--- src/rtl/spi_fsm_pkg.sv ---
// spi_fsm_pkg: state encodings and default frame parameters shared by the SPI protocol controller
package spi_fsm_pkg;
  localparam int WORD_BITS_DEF = 8;
  localparam int CNT_W_DEF = 4;
  localparam int MEM_LATENCY_DEF = 1;
  typedef enum logic [3:0] {
    IDLE         = 4'd0,
    GET_ADDR     = 4'd1,
    ADDR_LATCH   = 4'd2,
    READ_WAIT    = 4'd3,
    READ_LOAD    = 4'd4,
    READ_SHIFT   = 4'd5,
    WRITE_GET    = 4'd6,
    WRITE_COMMIT = 4'd7,
    DONE         = 4'd8
  } state_t;
endpackage

--- src/rtl/spi_fsm_if.sv ---
// spi_fsm_if: controller <-> datapath signals of the SPI memory slave
//   cs_cond, sclk_pos, rw_bit : conditioned inputs into the controller
//   addr_we, dm_we, sr_we     : one-cycle datapath strobes
//   miso_buff, busy, state_dbg: MISO drive enable, activity flag, state for LEDs
//   rw                        : transfer direction latched at the address byte
interface spi_fsm_if;
  logic       cs_cond;
  logic       sclk_pos;
  logic       rw_bit;
  logic       addr_we;
  logic       dm_we;
  logic       sr_we;
  logic       miso_buff;
  logic       busy;
  logic [3:0] state_dbg;
  logic       rw;
  modport master (
    input  cs_cond, sclk_pos, rw_bit,
    output addr_we, dm_we, sr_we, miso_buff, busy, state_dbg, rw
  );
  modport slave (
    output cs_cond, sclk_pos, rw_bit,
    input  addr_we, dm_we, sr_we, miso_buff, busy, state_dbg, rw
  );
endinterface

--- src/rtl/spi_fsm_bit_counter.sv ---
// spi_bit_counter: bit/latency counter with synchronous clear (priority) and count enable
//   clk, reset_n : clock, asynchronous active-low reset
//   clr, en      : clear to zero, increment by one
//   count        : current count
module spi_bit_counter #(
  parameter int CNT_W = 4
) (
  input  logic             clk,
  input  logic             reset_n,
  input  logic             clr,
  input  logic             en,
  output logic [CNT_W-1:0] count
);
  always_ff @(posedge clk or negedge reset_n)
    if (!reset_n) count <= '0;
    else if (clr) count <= '0;
    else if (en)  count <= count + 1'b1;
endmodule

--- src/rtl/spi_fsm.sv ---
// spi_fsm: SPI memory protocol controller sequencing address latch, memory access and MISO drive
//   clk, reset_n : clock, asynchronous active-low reset
//   bus          : cs_cond/sclk_pos/rw_bit in; addr_we/dm_we/sr_we/miso_buff/busy/state_dbg/rw out
module spi_fsm
  import spi_fsm_pkg::*;
#(
  parameter int WORD_BITS   = WORD_BITS_DEF,
  parameter int CNT_W       = CNT_W_DEF,
  parameter int MEM_LATENCY = MEM_LATENCY_DEF
) (
  input  logic        clk,
  input  logic        reset_n,
  spi_fsm_if.master   bus
);
  localparam logic [CNT_W-1:0] LAST_BIT = CNT_W'(WORD_BITS - 1);
  localparam logic [CNT_W-1:0] LAST_LAT = CNT_W'(MEM_LATENCY - 1);
  state_t           state, next;
  logic [CNT_W-1:0] cnt;
  logic             clr, en, rw_q, last_bit;
  spi_bit_counter #(.CNT_W(CNT_W)) u_cnt (
    .clk(clk), .reset_n(reset_n), .clr(clr), .en(en), .count(cnt)
  );
  assign last_bit = bus.sclk_pos && cnt == LAST_BIT;
  always_ff @(posedge clk or negedge reset_n)
    if (!reset_n) begin
      state <= IDLE;
      rw_q  <= 1'b0;
    end else begin
      state <= next;
      if (state == ADDR_LATCH) rw_q <= bus.rw_bit;
    end
  // CS high aborts from every state; the state-decoded strobe of the current cycle still fires.
  always_comb begin
    next = state;
    clr  = 1'b0;
    en   = 1'b0;
    if (bus.cs_cond && state != IDLE) begin
      next = IDLE;
      clr  = 1'b1;
    end else
      case (state)
        IDLE: begin
          next = bus.cs_cond ? IDLE : GET_ADDR;
          clr  = 1'b1;
        end
        GET_ADDR: begin
          en   = bus.sclk_pos;
          next = last_bit ? ADDR_LATCH : GET_ADDR;
        end
        ADDR_LATCH: begin
          clr  = 1'b1;
          next = bus.rw_bit ? READ_WAIT : WRITE_GET;
        end
        READ_WAIT: begin
          en   = 1'b1;
          next = cnt == LAST_LAT ? READ_LOAD : READ_WAIT;
        end
        READ_LOAD: begin
          clr  = 1'b1;
          next = READ_SHIFT;
        end
        READ_SHIFT: begin
          en   = bus.sclk_pos;
          next = last_bit ? DONE : READ_SHIFT;
        end
        WRITE_GET: begin
          en   = bus.sclk_pos;
          next = last_bit ? WRITE_COMMIT : WRITE_GET;
        end
        WRITE_COMMIT: next = DONE;
        DONE:         next = DONE;
        default:      next = IDLE;
      endcase
  end
  assign bus.addr_we   = state == ADDR_LATCH;
  assign bus.dm_we     = state == WRITE_COMMIT;
  assign bus.sr_we     = state == READ_LOAD;
  assign bus.miso_buff = state == READ_SHIFT;
  assign bus.busy      = state != IDLE;
  assign bus.state_dbg = state;
  assign bus.rw        = rw_q;
endmodule

--- src/flat_wrapper.sv ---
// flat-port wrapper written by rule: the top's interface ports become plain ports
module spi_fsm_flat import spi_fsm_pkg::*;
#(
  parameter int WORD_BITS   = WORD_BITS_DEF,
  parameter int CNT_W       = CNT_W_DEF,
  parameter int MEM_LATENCY = MEM_LATENCY_DEF
)
  (clk, reset_n, bus_cs_cond, bus_sclk_pos, bus_rw_bit, bus_addr_we, bus_dm_we, bus_sr_we, bus_miso_buff, bus_busy, bus_state_dbg, bus_rw);
  spi_fsm_if bus_i ();
  input  logic clk;
  input  logic reset_n;
  input wire logic [$bits(bus_i.cs_cond)-1:0] bus_cs_cond;
  input wire logic [$bits(bus_i.sclk_pos)-1:0] bus_sclk_pos;
  input wire logic [$bits(bus_i.rw_bit)-1:0] bus_rw_bit;
  output wire logic [$bits(bus_i.addr_we)-1:0] bus_addr_we;
  output wire logic [$bits(bus_i.dm_we)-1:0] bus_dm_we;
  output wire logic [$bits(bus_i.sr_we)-1:0] bus_sr_we;
  output wire logic [$bits(bus_i.miso_buff)-1:0] bus_miso_buff;
  output wire logic [$bits(bus_i.busy)-1:0] bus_busy;
  output wire logic [$bits(bus_i.state_dbg)-1:0] bus_state_dbg;
  output wire logic [$bits(bus_i.rw)-1:0] bus_rw;
  assign bus_i.cs_cond = bus_cs_cond;
  assign bus_i.sclk_pos = bus_sclk_pos;
  assign bus_i.rw_bit = bus_rw_bit;
  assign bus_addr_we = bus_i.addr_we;
  assign bus_dm_we = bus_i.dm_we;
  assign bus_sr_we = bus_i.sr_we;
  assign bus_miso_buff = bus_i.miso_buff;
  assign bus_busy = bus_i.busy;
  assign bus_state_dbg = bus_i.state_dbg;
  assign bus_rw = bus_i.rw;
  spi_fsm #(.WORD_BITS(WORD_BITS), .CNT_W(CNT_W), .MEM_LATENCY(MEM_LATENCY)) u_core (.clk(clk), .reset_n(reset_n), .bus(bus_i));
endmodule
--- config.mk ---
export PLATFORM = sky130hd
export DESIGN_NAME = spi_fsm_flat
export DESIGN_NICKNAME = d
export VERILOG_FILES = /design/src/rtl/spi_fsm_pkg.sv /design/src/rtl/spi_fsm_if.sv /design/src/rtl/spi_fsm_bit_counter.sv /design/src/rtl/spi_fsm.sv /design/src/flat_wrapper.sv
export SDC_FILE = /design/constraint.sdc
export NUM_CORES = 1
export LEC_CHECK = 0
export CORE_MARGIN = 2
export CORE_UTILIZATION = 45
export DETAILED_ROUTE_END_ITERATION = 12
export PLACE_DENSITY = 0.84
export SLEW_MARGIN = 20
export SYNTH_ARGS = -nofsm -noshare
export SYNTH_HDL_FRONTEND = slang
export SYNTH_HIERARCHICAL = 1
export SYNTH_SLANG_ARGS = --single-unit
--- constraint.sdc ---
create_clock -name clk -period 3.3 [get_ports clk]
set_clock_uncertainty 0.1 [all_clocks]
set_input_delay 0.33 -clock clk [delete_from_list [all_inputs] [get_ports clk]]
set_output_delay 0.33 -clock clk [all_outputs]
set_load 0.01 [all_outputs]
Word level (Yosys, flattened, before mapping)
Cells that the tools add are included.
- register bits: 9
- output and inout port bits: 10
- word-level logic and storage cells: 36
- add/subtract/negate cells: 1
- equality and inequality tests: 9
- multiplexer cells: 14
- reduce and logical (&&, ||, !) cells: 9
- operators by type and width (cell ; number):
    one-hot mux 4 bit (8 select lines) ; 1
    equality test 4 x 3 -> 1 bit, second input constant ; 5
    2-to-1 mux 4 bit ; 4
    equality test 4 x 2 -> 1 bit, second input constant ; 2
    zero test 4 bit ; 2
    2-to-1 mux 3 bit ; 2
    OR reduction 3 bit ; 2
    2-to-1 mux 1 bit ; 5
    adder 4 x 1 -> 4 bit, second input constant ; 1
    equality test 4 x 1 -> 1 bit, second input constant ; 1
    equality test 4 bit, second input constant ; 1
    nonzero test 4 bit ; 1
    logical AND 1 bit ; 2
    2-to-1 mux 2 bit ; 1
    one-hot mux 1 bit (2 select lines) ; 1
    nonzero test 2 bit ; 1
    OR reduction 2 bit ; 1

Longest topological paths before layout
Gate-level depths: netlist (run 1).
- word-level depth: 6
- mapped depth: 7

By module
Netlist (run 1), hierarchy kept.
- modules (own cells, without submodules) (module ; times used ; cells an instance ; area an instance (µm²) ; seq. area each (µm²)):
    spi_fsm ; 1 ; 53 ; 444.2 ; 125.1
    spi_bit_counter ; 1 ; 16 ; 192.7 ; 100.1

Worst setup path after synthesis (run 1)
OpenSTA, ideal clock, no wires.
- path kind: register to register
- from: reg u_core.state[1], in the netlist u_core/bus.state_dbg[1]
- to: reg u_core.u_cnt.count[3]
- arrival: 1.774 ns
- required time: 3.075 ns
- setup slack: 1.301 ns
- cell stages (with the launch flop): 7
- cell sequence: dfrtp_1 -> clkbuf_1 -> and4b_1 -> a21oi_1 -> nor3_1 -> nand4_1 -> mux2_4
- word-level cells in the longest chain between the ends: 5
- elaborated cells on any way between the ends: 17
- those cells by class: eq/ne: 6; mux: 5; reduce/logical: 6
- ends and longest elaborated chain (item ; RTL line ; RTL):
    from (decl) ; spi_fsm.sv:17 ; state_t state, next;
    from (signal assigned) ; spi_fsm.sv:29 ; state <= next;
    equality test 4 x 3 -> 1 bit / equality test 4 x 1 -> 1 bit (equally long branches) ; spi_fsm.sv:41 ; case (state)
    OR reduction 3 bit (no source line) ; - ;
    one-hot mux 1 bit (2 select lines) ; spi_fsm.sv:41 ;
    2-to-1 mux 1 bit * ; spi_fsm.sv:37 ; if (bus.cs_cond && state != IDLE) begin
    net u_core.en ; spi_fsm.sv:19 ; logic clr, en, rw_q, last_bit;
    nonzero test 2 bit (no source line) * ; - ;
    to (signal assigned) ; spi_fsm_bit_counter.sv:17 ; else if (en) count <= count + 1'b1;
    to (decl) ; spi_fsm_bit_counter.sv:12 ; output logic [CNT_W-1:0] count
The timed path passes the listed nets; every way through them passes the cells marked *.
A chain may end at the register's enable or synchronous reset.

Final worst setup path (run 1)
- from: reg u_core.state[0], in the netlist u_core/bus.state_dbg[0]
- to: out bus_busy
- word-level cells in the longest chain between the ends: 1
- ends and longest elaborated chain (item ; RTL line ; RTL):
    nonzero test 4 bit ; spi_fsm.sv:79 ; assign bus.busy = state != IDLE;
    to (decl) ; flat_wrapper.sv:19 ; output wire logic [$bits(bus_i.busy)-1:0] bus_busy;
No other way between the ends.

==> results of run 1 <==
-- how the worst min path moves through the flow --
stage	startpoint	end
3_3_place_gp	u_core/bus.rw	u_core/bus.rw
2_1_floorplan	reset_n	u_core/bus.rw
6_report	reset_n	u_core/bus.state_dbg[2]
5_1_grt	reset_n	u_core/bus.rw
3_5_place_dp	u_core/bus.rw	u_core/bus.rw
4_1_cts	reset_n	u_core/bus.state_dbg[2]
-- cells in the final DEF, fill, tap and decap left out, types with 2 or more instances in the layout --
cell	n
sky130_fd_sc_hd__a21oi_1	6
sky130_fd_sc_hd__a221oi_1	2
sky130_fd_sc_hd__and3_1	2
sky130_fd_sc_hd__clkbuf_4	3
sky130_fd_sc_hd__clkdlybuf4s50_1	14
sky130_fd_sc_hd__dfrtp_1	9
sky130_fd_sc_hd__nand2_1	3
sky130_fd_sc_hd__nand2b_1	3
sky130_fd_sc_hd__nand4_1	2
sky130_fd_sc_hd__nor2_1	4
sky130_fd_sc_hd__nor2b_1	3
sky130_fd_sc_hd__nor3_1	3
sky130_fd_sc_hd__nor4_1	2
-- final cells by class --
class	count	area, um2	share of cell area
multi-input cells	54	388	0.484
flip-flops and latches	9	225	0.281
repair buffers	14	140	0.175
clock buffers	4	26.3	0.0328
well taps	15	18.8	0.0234
inverters	1	3.75	0.00468
-- layer usage --
layer / track usage / share of wire / up-vias
met4: 0.103 / 0.020 / 0
met2: 0.269 / 0.45 / 37
met1: 0.207 / 0.44 / 298
met3: 0.0739 / 0.088 / 5
met5: 0 / 0 / -
li1: - / - / 288
-- power by group through the flow --
stage / clock network [W] / registers [W] / logic [W]
after floorplan: 0 / 0.000120 / 0.0000265
after global placement: 0 / 0.000124 / 0.0000416
after detailed placement: 0 / 0.000124 / 0.0000418
after CTS: 0.0000904 / 0.000122 / 0.0000423
after global routing: 0.0000967 / 0.000123 / 0.0000463
final: 0.0000860 / 0.000122 / 0.0000425
-- cell families (layout without fill, tap and decap cells) --
kind of cell / count (synthesis) / in the layout / share of synthesized area
XOR/XNOR: 1 / 1 / 0.0138
adder cells (fa/ha/maj): 2 / 2 / 0.0373
AND/OR/NAND/NOR: 32 / 32 / 0.326
AO/OA/AOI/OAI: 15 / 15 / 0.157
flip-flops: 9 / 9 / 0.354
buffers and inverters: 6 / 19 / 0.0373
multiplexers: 4 / 4 / 0.0746
-- worst register-to-register path, delay by kind of cell, from the launching register on --
family             cells  cell delay (ns)
and+or+nand+nor        3             1.00
DFF                    1             0.68
muxes                  1             0.34
AOI/OAI and AO/OA      1             0.05
-- flip-flops by register name (all words and copies together) (netlist names) --
register / cells
u_core/bus.state_dbg: 4
u_core/bus.rw: 1
u_core/u_cnt/count: 4
-- through the flow --
step           instance area (um2)  hold WS [ns]  setup WS [ns]
6_report                       802         0.262          0.974
5_1_grt                        802         0.282          0.857
4_1_cts                        802         0.268          0.968
3_5_place_dp                   776         0.378          0.963
3_3_place_gp                   776         0.371           1.02
2_1_floorplan                  637       -0.0656           1.30
==> insert_results.sql, run 1 <==
INSERT INTO impl_metrics (metric_group, metric, value, unit) VALUES
('status', 'run_status', 'finished clean', ''),
('synthesis', 'synthesis.nets', '75', ''),
('setup_path', 'reg2reg_slack', '1.00', 'ns'),
('clock_tree', 'clockBufferDepth', '2', ''),
('pwr', 'power.density', '313', 'mW/mm2'),
('layout', 'diodes', '0', ''),
('synthesis', 'synth_ff_type', 'sky130_fd_sc_hd__dfrtp_1', ''),
('setup_path', 'cpLargestDelayFamily', 'simple AND/OR/NAND/NOR gates', ''),
('sta', 'setup_total_negative_slack', '0', 'ns'),
('pwr', 'power_share_of_the_clock_group', '0.343', ''),
('routing', 'post_drt_via_cell_ratio', '6.47', ''),
('pwr', 'power.ir.vdd_worst', '209', 'uV'),
('floorplanning', 'die_height', '41.6', 'um'),
('setup_path', 'critPathMaxStageDelay', '0.58', 'ns'),
('sta', 'setup-violations-final', '0', ''),
('sta', 'period_needed', '2.33', 'ns'),
('layout', 'drive_gt1_frac', '0.122', ''),
('setup_path', 'critical_path_peak_fanout', '18', ''),
('setup_path', 'timing.rr.end', 'u_core/u_cnt/count[3]', ''),
('layout', 'finalNetCount', '89', ''),
('sta', 'achievable-frequency', '0.430', 'GHz'),
('floorplanning', 'initial_core_util', '0.483', ''),
('setup_path', 'cp.required', '2.87', 'ns'),
('layout', 'synthToLayoutAreaGrowth', '25.9', '%'),
('grt', 'grtUsageTotal', '0.177', ''),
('pwr', 'p_leak', '0.329', 'nW'),
('synthesis', 'asyncSetResetFlopFracSynth', '1.00', ''),
('pwr', 'power.internal', '0.000183', 'W'),
('pwr', 'power.combinational.fraction', '0.169', ''),
('clock_tree', 'post_cts_hold_buffer_count', '0', ''),
('setup_path', 'worstSetupEndpoint', 'bus_busy', ''),
('place', 'place_inst', '93', ''),
('grt', 'wire_length_of_the_first_global_routing_pass', '2360', 'um'),
('floorplanning', 'die_w', '41.6', 'um'),
('synthesis', 'ys_ff_latch', '9', ''),
('sta', 'worstMarginPinSlew', '0.589', 'ns'),
('clock_tree', 'h_tree_depth', '1', ''),
('clock_tree', 'insertion_delay', '0.26', 'ns'),
('clock_tree', 'worst_setup_hold_path_clk_slew', '0.06', 'ns'),
('setup_path', 'worst_ep_arrival_time', '1.90', 'ns'),
('setup_path', 'worst_setup_path_startpoint', 'u_core/bus.state_dbg[0]', ''),
('setup_path', 'timing.critical_path.from_type', 'flip-flop', ''),
('clock_tree', 'tritoncts', 'done', ''),
('floorplanning', 'floorplan.io_pins', '15', ''),
('sta', 'grt_setup_unrepaired', 'no', ''),
('sta', 'pins_over_their_slew_limit', '0', ''),
('setup_path', 'cp.depth', '2', ''),
('pwr', 'power.share.switching', '0.270', ''),
('synthesis', 'synth_top_cell_by_area', 'sky130_fd_sc_hd__dfrtp_1', ''),
('layout', 'layout.core_utilization', '0.609', ''),
('setup_path', 'end_kind', 'output pin', ''),
('setup_path', 'critical_path.cell_chain', 'or4_1 -> clkdlybuf4s50_1', ''),
('floorplanning', 'core-area', '0.00132', 'mm2'),
('sta', 'timing.slew.headroom', '0.604', ''),
('min_path', 'hold_class', 'input port to async pin', ''),
('setup_path', 'crit_path_buffers_inverters', '1', ''),
('synthesis', 'synth.yosys.warnings', '6', ''),
('clock_tree', 'tritoncts.num_buffers', '3', ''),
('sta', 'min_period_over_period', '0.705', ''),
('routing', 'drt_first_pass_iters', '4', ''),
('routing', 'avgRoutedWirePerCell', '15.5', 'um'),
('floorplanning', 'die-area', '0.00173', 'mm2'),
('synthesis', 'portion_of_synthesized_cell_area_occupied_by_the_leading_cell_type', '0.354', ''),
('sta', 'final-hold-violation-count', '0', ''),
('routing', 'dr.first_iter.drc_count', '25', ''),
('pwr', 'power_switching', '0.0000678', 'W'),
('synthesis', 'synthesis.area_per_instance', '9.23', 'um2'),
('synthesis', 'synth_enable_flop_cells', '0', ''),
('synthesis', 'synth.most_common_cell', 'sky130_fd_sc_hd__dfrtp_1', ''),
('grt', 'largest_net_degree_at_the_start_of_global_routing', '22', ''),
('grt', 'globalRoute.totalOverflow', '0', '');
(Power assumes the default switching activity.)
==> inputs of run 2 (changes only) <==
--- a/config.mk
+++ b/config.mk
@@ -6,9 +6,9 @@
 export NUM_CORES = 1
 export LEC_CHECK = 0
 export CORE_MARGIN = 2
-export CORE_UTILIZATION = 45
+export CORE_UTILIZATION = 42
 export DETAILED_ROUTE_END_ITERATION = 12
-export PLACE_DENSITY = 0.84
+export PLACE_DENSITY = 0.83
 export SLEW_MARGIN = 20
 export SYNTH_ARGS = -nofsm -noshare
 export SYNTH_HDL_FRONTEND = slang
==> constraint.sdc (replaced) <==
create_clock -name clk -period 2.1 [get_ports clk]
set_clock_uncertainty 0.1 [all_clocks]
set_input_delay 0.21 -clock clk [delete_from_list [all_inputs] [get_ports clk]]
set_output_delay 0.21 -clock clk [all_outputs]
set_load 0.01 [all_outputs]
==> run 2 against run 1 <==
First-iteration DRC count is 4.0% higher; count of clock-buffer cells in the layout stayed put; core utilization is 2.2 points lower; register-to-register slack worse by 0.68 ns; sequential power is 52% higher; sequential share of layout area is 1.4 points lower; non-clock buffer count is 7 higher; total power is 65% higher; die area is 6.4% higher; worst hold slack worse by 0.11 ns; largest power group unchanged.
==> insert_results.sql, run 2 (synthesis gave the netlist of run 1 again) <==
INSERT INTO impl_metrics (metric_group, metric, value, unit) VALUES
('place', 'gp_congestion', '0.797', ''),
('clock_tree', 'tritoncts.num_buffers', '3', ''),
('pwr', 'power.density', '479', 'mW/mm2'),
('grt', 'globalRoute.totalOverflow', '0', ''),
('sta', 'achievable-frequency', '0.496', 'GHz'),
('setup_path', 'critPathMaxStageDelay', '0.60', 'ns'),
('sta', 'timing.slew.headroom', '0.584', ''),
('setup_path', 'end_kind', 'output pin', ''),
('sta', 'final-hold-violation-count', '0', ''),
('sta', 'pins_over_their_slew_limit', '0', ''),
('pwr', 'power.ir.vdd_worst', '333', 'uV'),
('grt', 'wire_length_of_the_first_global_routing_pass', '2480', 'um'),
('layout', 'final_common_cell', 'sky130_fd_sc_hd__clkdlybuf4s50_1', ''),
('routing', 'antenna_left', '0', ''),
('clock_tree', 'insertion_delay', '0.27', 'ns'),
('floorplanning', 'die_w', '42.9', 'um'),
('sta', 'period_needed', '2.02', 'ns'),
('sta', 'min_period_over_period', '0.960', ''),
('setup_path', 'cpLargestDelayFamily', 'buffers and inverters', ''),
('sta', 'setup_total_negative_slack', '0', 'ns'),
('floorplanning', 'die_height', '42.9', 'um'),
('setup_path', 'crit_path_buffers_inverters', '1', ''),
('setup_path', 'critical_path_peak_fanout', '13', ''),
('setup_path', 'worst_ep_arrival_time', '1.71', 'ns'),
('floorplanning', 'core-area', '0.00147', 'mm2'),
('layout', 'num-fill-cells', '139', ''),
('status', 'run_status', 'finished clean', ''),
('setup_path', 'criticalPathCategory', 'flip-flop to output pin', ''),
('floorplanning', 'placement_rows', '14', ''),
('clock_tree', 'post_cts_hold_buffer_count', '0', ''),
('job', 'cap_viol_max_count', '0', ''),
('floorplanning', 'floorplan.io_pins', '15', ''),
('min_path', 'hold_class', 'input port to async pin', ''),
('place', 'dp_hpwl', '1040', 'um'),
('setup_path', 'critical_path.cell_chain', 'nor4b_2 -> clkdlybuf4s50_1', ''),
('sta', 'worstMarginPinSlew', '0.618', 'ns'),
('setup_path', 'critPathSlowestCell', 'sky130_fd_sc_hd__clkdlybuf4s50_1', ''),
('grt', 'largest_net_degree_at_the_start_of_global_routing', '15', ''),
('routing', 'drt_drc_violations_left', '0', ''),
('clock_tree', 'tritoncts', 'done', ''),
('routing', 'drt_first_pass_iters', '4', ''),
('clock_tree', 'worst_setup_hold_path_clk_slew', '0.07', 'ns'),
('clock_tree', 'h_tree_depth', '1', ''),
('floorplanning', 'die-area', '0.00184', 'mm2'),
('layout', 'diodes', '0', ''),
('routing', 'wirelength', '1530', 'um'),
('grt', 'grtUsageTotal', '0.187', ''),
('clock_tree', 'cts_num_sinks', '9', ''),
('sta', 'grt_setup_unrepaired', 'no', ''),
('clock_tree', 'clockBufferDepth', '2', ''),
('grt', 'first_global_vias', '555', ''),
('place', 'port_buffers', '14', ''),
('setup_path', 'timing.critical_path.from_type', 'flip-flop', ''),
('place', 'place_worst_setup_slack', '0.197', 'ns'),
('pwr', 'p_leak', '0.367', 'nW'),
('grt', 'grt_antenna_before_repair', '0', ''),
('clock_tree', 'cts_root_buffer', 'sky130_fd_sc_hd__clkbuf_4', ''),
('layout', 'finalNetCount', '96', ''),
('routing', 'dr.first_iter.drc_count', '26', ''),
('routing', 'route.vias.total', '618', ''),
('layout', 'most-common-layout-cells', 'sky130_fd_sc_hd__clkdlybuf4s50_1, sky130_fd_sc_hd__buf_4, sky130_fd_sc_hd__a21oi_1, sky130_fd_sc_hd__dfrtp_1', ''),
('sta', 'setup-violations-final', '0', ''),
('layout', 'drive_gt1_frac', '0.236', ''),
('floorplanning', 'initial_core_util', '0.433', ''),
('routing', 'post_drt_via_cell_ratio', '5.89', ''),
('routing', 'avgRoutedWirePerCell', '14.5', 'um'),
('setup_path', 'cp.required', '1.79', 'ns'),
('layout', 'synthToLayoutAreaGrowth', '35.6', '%'),
('sta', 'layout_setup_ws', '0.0832', 'ns');
==> run 2: worst paths after layout <==
check | to | cells after the start | from | slack [ns]
hold / removal | u_core/bus.state_dbg[2] | 1 | reset_n | 0.15
min in group clk | u_core/bus.rw | 1 | u_core/bus.rw | 0.39
setup reg to reg | u_core/u_cnt/count[3] | 6 | u_core/bus.state_dbg[0] | 0.32
hold reg to reg | u_core/bus.rw | 1 | u_core/bus.rw | 0.39
max in group asynchronous | u_core/bus.state_dbg[3] | 1 | reset_n | 1.42
setup / recovery | bus_addr_we | 2 | u_core/bus.state_dbg[2] | 0.08
==> run 2: area by class of cell <==
cell class,count,area (um2),area share
clock buffer,4,26.3,0.0304
inverter,1,3.75,0.00435
tap,16,20.0,0.0232
timing repair buffer,21,195,0.226
sequential,9,230,0.267
multi-input combinational,54,388,0.449
==> run 2: per-stage QoR <==
step	instances	hold slack [ns]	area, um2	utilization	power, W
floorplan	69	-0.186	637	-	0.000230
finish	105	0.148	863	0.587	0.000414
detailed placement	97	0.380	800	0.543	0.000267
CTS	103	0.165	843	0.573	0.000412
global placement	97	0.368	800	0.543	0.000266
global route	105	0.182	863	0.587	0.000439
==> run 2: routing by layer <==
layer  part of all wire  up-vias  track usage
met5                  0        -            0
li1                   -      302            -
met4             0.0065        0        0.109
met1               0.43      299        0.240
met2               0.51       15        0.270
met3              0.050        2       0.0638
==> run 2: timing repair <==
item | in CTS | in global routing
gates resized for setup | 2 | 3
setup endpoints to repair | 2 | 5
setup buffers | 2 | 2
==> run 2: power breakdown <==
part	internal, W	leakage [nW]	switching (W)
Sequential	0.000178	0.117	0.00000812
Combinational	0.0000482	0.235	0.0000381
Clock	0.0000735	0.0150	0.0000679
==> RTL change 1: new RTL, config.mk and constraints of run 2 <==
The package constant `CNT_W_DEF` goes from 4 to 3.
--- a/src/rtl/spi_fsm_pkg.sv
+++ b/src/rtl/spi_fsm_pkg.sv
@@ -2,5 +2,5 @@
 package spi_fsm_pkg;
   localparam int WORD_BITS_DEF = 8;
-  localparam int CNT_W_DEF = 4;
+  localparam int CNT_W_DEF = 3;
   localparam int MEM_LATENCY_DEF = 1;
   typedef enum logic [3:0] {
Behaviour: no difference found for any inputs over 10 cycles, from zero or initial values and one cycle with reset_n low; that may be too few to reach the edited logic, so the function may still have changed.
==> RTL change 1 against run 2 <==
- critical path type unchanged
- count of clock-buffer cells in the layout is 1 lower
- design area is 16% lower
- first-iteration DRC count shrank 65%
- area after synthesis is 9.2% lower
- wire length decreased by 25%
- sequential cell count decreased by 1
- worst setup slack better by 0.022 ns
Power is not compared: it rests on default switching activity, and its combinational part moved more than twofold at a synthesized area within 25%.
==> RTL change 1: results (changes against run 2) <==
status finished, final reports clean (unchanged); Leak about 0.0003 uW; Commonest cells post-synth dfrtp_1 (8), nor2_1 (5), buf_6 (3), nand2_1 (3), or3_1 (3) (was dfrtp_1 (9), a21oi_1 (6), clkbuf_1 (4), nor2_1 (4)); CTS H-tree depth 1 (unchanged); fraction of layout cells with a size suffix above 1 20.5% (was 23.6%); Pre-antenna DRT Iters 4 (unchanged); Post-synth ARST share 100% (unchanged); launch point of the worst reg-to-reg path u_core/bus.state_dbg[0] (unchanged); Worst Tran Pin Value 0.408 ns (was 0.618 ns); total grt overflow 0 (unchanged); final WL 1.15 mm (was 1.53 mm); Area contributors post-synth dfrtp_1 (35%), buf_6 (5.8%), nor2_1 (3.2%) (was dfrtp_1 (35%), a21oi_1 (4.7%), nand2b_1 (2.9%)); global-route wire length before repair 1.87 mm (was 2.48 mm); Crit. Startpoint u_core/bus.state_dbg[3] (was u_core/bus.state_dbg[2]); vias in the first global route 442 (was 555); Tcrit/Tclk final 95.0% (was 96.0%); worst reg-to-reg setup slack 0.37 ns (was 0.32 ns); worst r2r dst u_core/u_cnt/count[1] (was u_core/u_cnt/count[3]); hold crit path type input port to asynchronous set/reset pin (unchanged); ANT cells 0 (unchanged); net count reported at finish 81 (was 96); Unique masters post-synth 33 (was 38); later-pin clock latency in the skew report 0.26 ns; max FFs per register 4; Vias/cell 5.61 (was 5.89); placed instance area 697 um2 (was 800 um2); Fillers 129 (was 139); global-route usage over all layers 17.7% (was 18.7%); Pins Over Slew Limit 0 (unchanged); initial antenna violation count 0 (unchanged); FF-to-FF path depth 6 (unchanged); postcts setup bufs 0 (was 2); worst vdd ir roughly 0.33 mV; Psw between 70 and 80 uW; RePlAce Congestion 0.791 (was 0.797); synth warn 6 (unchanged); initial drt markers 9 (was 26); clk root buf clkbuf_4 (unchanged); Worst-path clk slew 0.05 ns (was 0.07 ns); largest net degree at the start of global routing 15 (unchanged); DP Wirelength 839 um (was 1.04 mm); Num CTS Buffers 3 (unchanged); CTS Buffer Depth 2 (unchanged); Worst Hold Slack 0.129 ns (was 0.148 ns); fraction of the yosys area taken by sequential cells 34.6% (was 35.4%); port bufs 14 (unchanged); Syn Nets 65 (was 75); post-synthesis average cell area 9.80 um2 (was 9.23 um2); Resized Gates After CTS 0 (was 2); worst setup path endpoint bus_miso_buff (was bus_addr_we); WP data arrival 1.68 ns (was 1.71 ns); crit-path max FO 10 (was 13); pre-CTS setup slack 0.300 ns (was 0.197 ns)
==> RTL change 1: cells by family (layout without fill, tap and decap cells) <==
logic type	after synthesis	after routing	synth area share [%]
simple gates	27	27	29.7
flops	8	8	34.6
compound gates	14	14	18.8
fa+ha+maj	1	1	2.16
xor+xnor	1	1	1.52
buf+inv	6	20	9.52
mux	2	2	3.68
==> RTL change 1: power by group through the flow <==
stage	clock, uW	combinational (uW)	sequential [uW]
2_1_floorplan	0	18.0	164
3_3_place_gp	0	38.2	165
3_5_place_dp	0	38.8	165
4_1_cts	124	38.9	163
5_1_grt	133	41.9	164
6_report	118	38.5	163
==> RTL change 1: per-stage QoR <==
stage / std cells / power [uW] / utilization [%]
2_1_floorplan: 59 / 182 / -
3_3_place_gp: 85 / 203 / 53.6
3_5_place_dp: 85 / 204 / 53.6
4_1_cts: 88 / 325 / 55.3
5_1_grt: 88 / 338 / 55.6
6_report: 88 / 320 / 55.6
==> RTL change 1: layer usage <==
layer  wire length, um  vias to the layer above  part of all wire, %  global-route usage, %
met5                 0                        -                    0                      0
met4                16                        0                  1.4                   5.65
met3                70                        3                  6.1                   9.78
met2               559                       12                   49                   28.1
met1               502                      232                   44                   19.9
li1                  -                      247                    -                      -
==> RTL change 1: worst max-delay path, cell delays in order, from the launching register on <==
cell and delay (ns):
dfrtp_1 0.50, nor2b_2 0.19, nand2_1 0.08, nor2_1 0.10
clkdlybuf4s50_1 0.54
==> RTL change 1: final cells by class <==
class,instances,area (um2),share of cell area (%)
multi-input combinational,45,325,45.0
sequential,8,201,27.9
timing repair buffer,15,148,20.4
clock buffer,3,22.5,3.11
tap,15,18.8,2.60
inverter,2,7.51,1.04
==> RTL change 2: new RTL, flow settings as in run 2 <==
Without the edit above. Reset style: synchronous (`reset_n`), changed in 2 clocked blocks. Comments in the files are not updated.
--- a/src/rtl/spi_fsm_bit_counter.sv
+++ b/src/rtl/spi_fsm_bit_counter.sv
@@ -12,5 +12,5 @@
   output logic [CNT_W-1:0] count
 );
-  always_ff @(posedge clk or negedge reset_n)
+  always_ff @(posedge clk)
     if (!reset_n) count <= '0;
     else if (clr) count <= '0;
--- a/src/rtl/spi_fsm.sv
+++ b/src/rtl/spi_fsm.sv
@@ -22,5 +22,5 @@
   );
   assign last_bit = bus.sclk_pos && cnt == LAST_BIT;
-  always_ff @(posedge clk or negedge reset_n)
+  always_ff @(posedge clk)
     if (!reset_n) begin
       state <= IDLE;
Function: differs if reset_n is asserted again (counterexample within 4 cycles, from zero or initial values and one cycle with reset_n low); with reset_n held inactive, the same outputs for 10 cycles.
==> RTL change 2 against run 2 <==
- wire length is 12% lower
- total power fell by 11%
- cell count rose by 0.95%
- sequential cell count unchanged
- worst setup slack got worse by 0.033 ns
- combinational power decreased by 32%
- area after synthesis shrank 5.5%
- design area shrank 7.2%
- critical path depth is 1 higher
- die area decreased by 5.0%
- register-to-register slack gained 0.21 ns
==> RTL change 2: results (changes against run 2) <==
crit-path max FO 12 (was 13); NonClk Buf Share 20.3% (was 22.6%); FF-to-FF path depth 7 (was 6); Area contributors post-synth dfxtp_1 (30%), nor2_1 (5.6%), mux2i_1 (5.0%) (was dfrtp_1 (35%), a21oi_1 (4.7%), nand2b_1 (2.9%)); worst reg-to-reg setup slack 0.53 ns (was 0.32 ns); Syn Nets 79 (was 75); Post-synth ARST share 0% (was 100%); launch point of the worst reg-to-reg path u_core/bus.state_dbg[0] (unchanged); met3 WL post-DR 91 um (was 77 um); status finished, final reports clean (unchanged); hold crit path type flop to flop (was input port to asynchronous set/reset pin); Worst Hold Slack 0.425 ns (was 0.148 ns); global-route usage over all layers 17.2% (was 18.7%); number of sequential cells 9 (unchanged); postcts setup bufs 0 (was 2); fraction of layout cells with a size suffix above 1 16.5% (was 23.6%); switching part of the total 25.4% (was 27.6%); Vias/cell 5.74 (was 5.89); post-synthesis cell count 73 (was 69); initial drt markers 20 (was 26); Comb pwr share 15.8% (was 20.9%); Adder-Cell Fraction of Synth Area 2.08% (was 3.73%); Resized Gates After CTS 1 (was 2); Clock-cell share 3.28% (was 3.04%); met2 WL post-DR 619 um (was 776 um); vias in the first global route 560 (was 555); DP Wirelength 1.02 mm (was 1.04 mm); Compound-Gate Fraction of Synth Area 21.8% (was 15.7%); worst vdd ir 0.229 mV (was 0.333 mV); metal1 wirelength 608 um (was 661 um); placed instance area 766 um2 (was 800 um2); global-route wire length before repair 2.33 mm (was 2.48 mm); Unique masters post-synth 37 (was 38); multi-input logic area 398 um2 (was 388 um2); # placed instances 102 (was 97)
-- RTL change 2: cell types whose count changed in the layout (fill, tap and decap cells not counted), sizes merged, moves of 3 or more --
cell | before | now
buf | 7 | 3
nor2 | 4 | 9
dfxtp | 0 | 9
dfrtp | 9 | 0
mux2 | 3 | 0
-- RTL change 2: critical path, stage by stage (launching register included) --
cell and delay [ns]:
dfxtp_4 0.38, or3_4 0.35, or2_2 0.27, clkdlybuf4s50_1 0.47
-- RTL change 2: how the worst max path moves through the flow --
stage / start / endpoint / depth (start not counted) / slack [ns]
after floorplan: u_core/bus.state_dbg[1] / u_core/u_cnt/count[3] / 5 / 0.25
after global placement: u_core/bus.state_dbg[2] / bus_busy / 3 / 0.26
after detailed placement: u_core/bus.state_dbg[2] / bus_busy / 3 / 0.23
after CTS: u_core/bus.state_dbg[2] / bus_busy / 3 / 0.007
after global routing: u_core/bus.state_dbg[2] / bus_busy / 3 / 0.001
final: u_core/bus.state_dbg[2] / bus_busy / 3 / 0.05
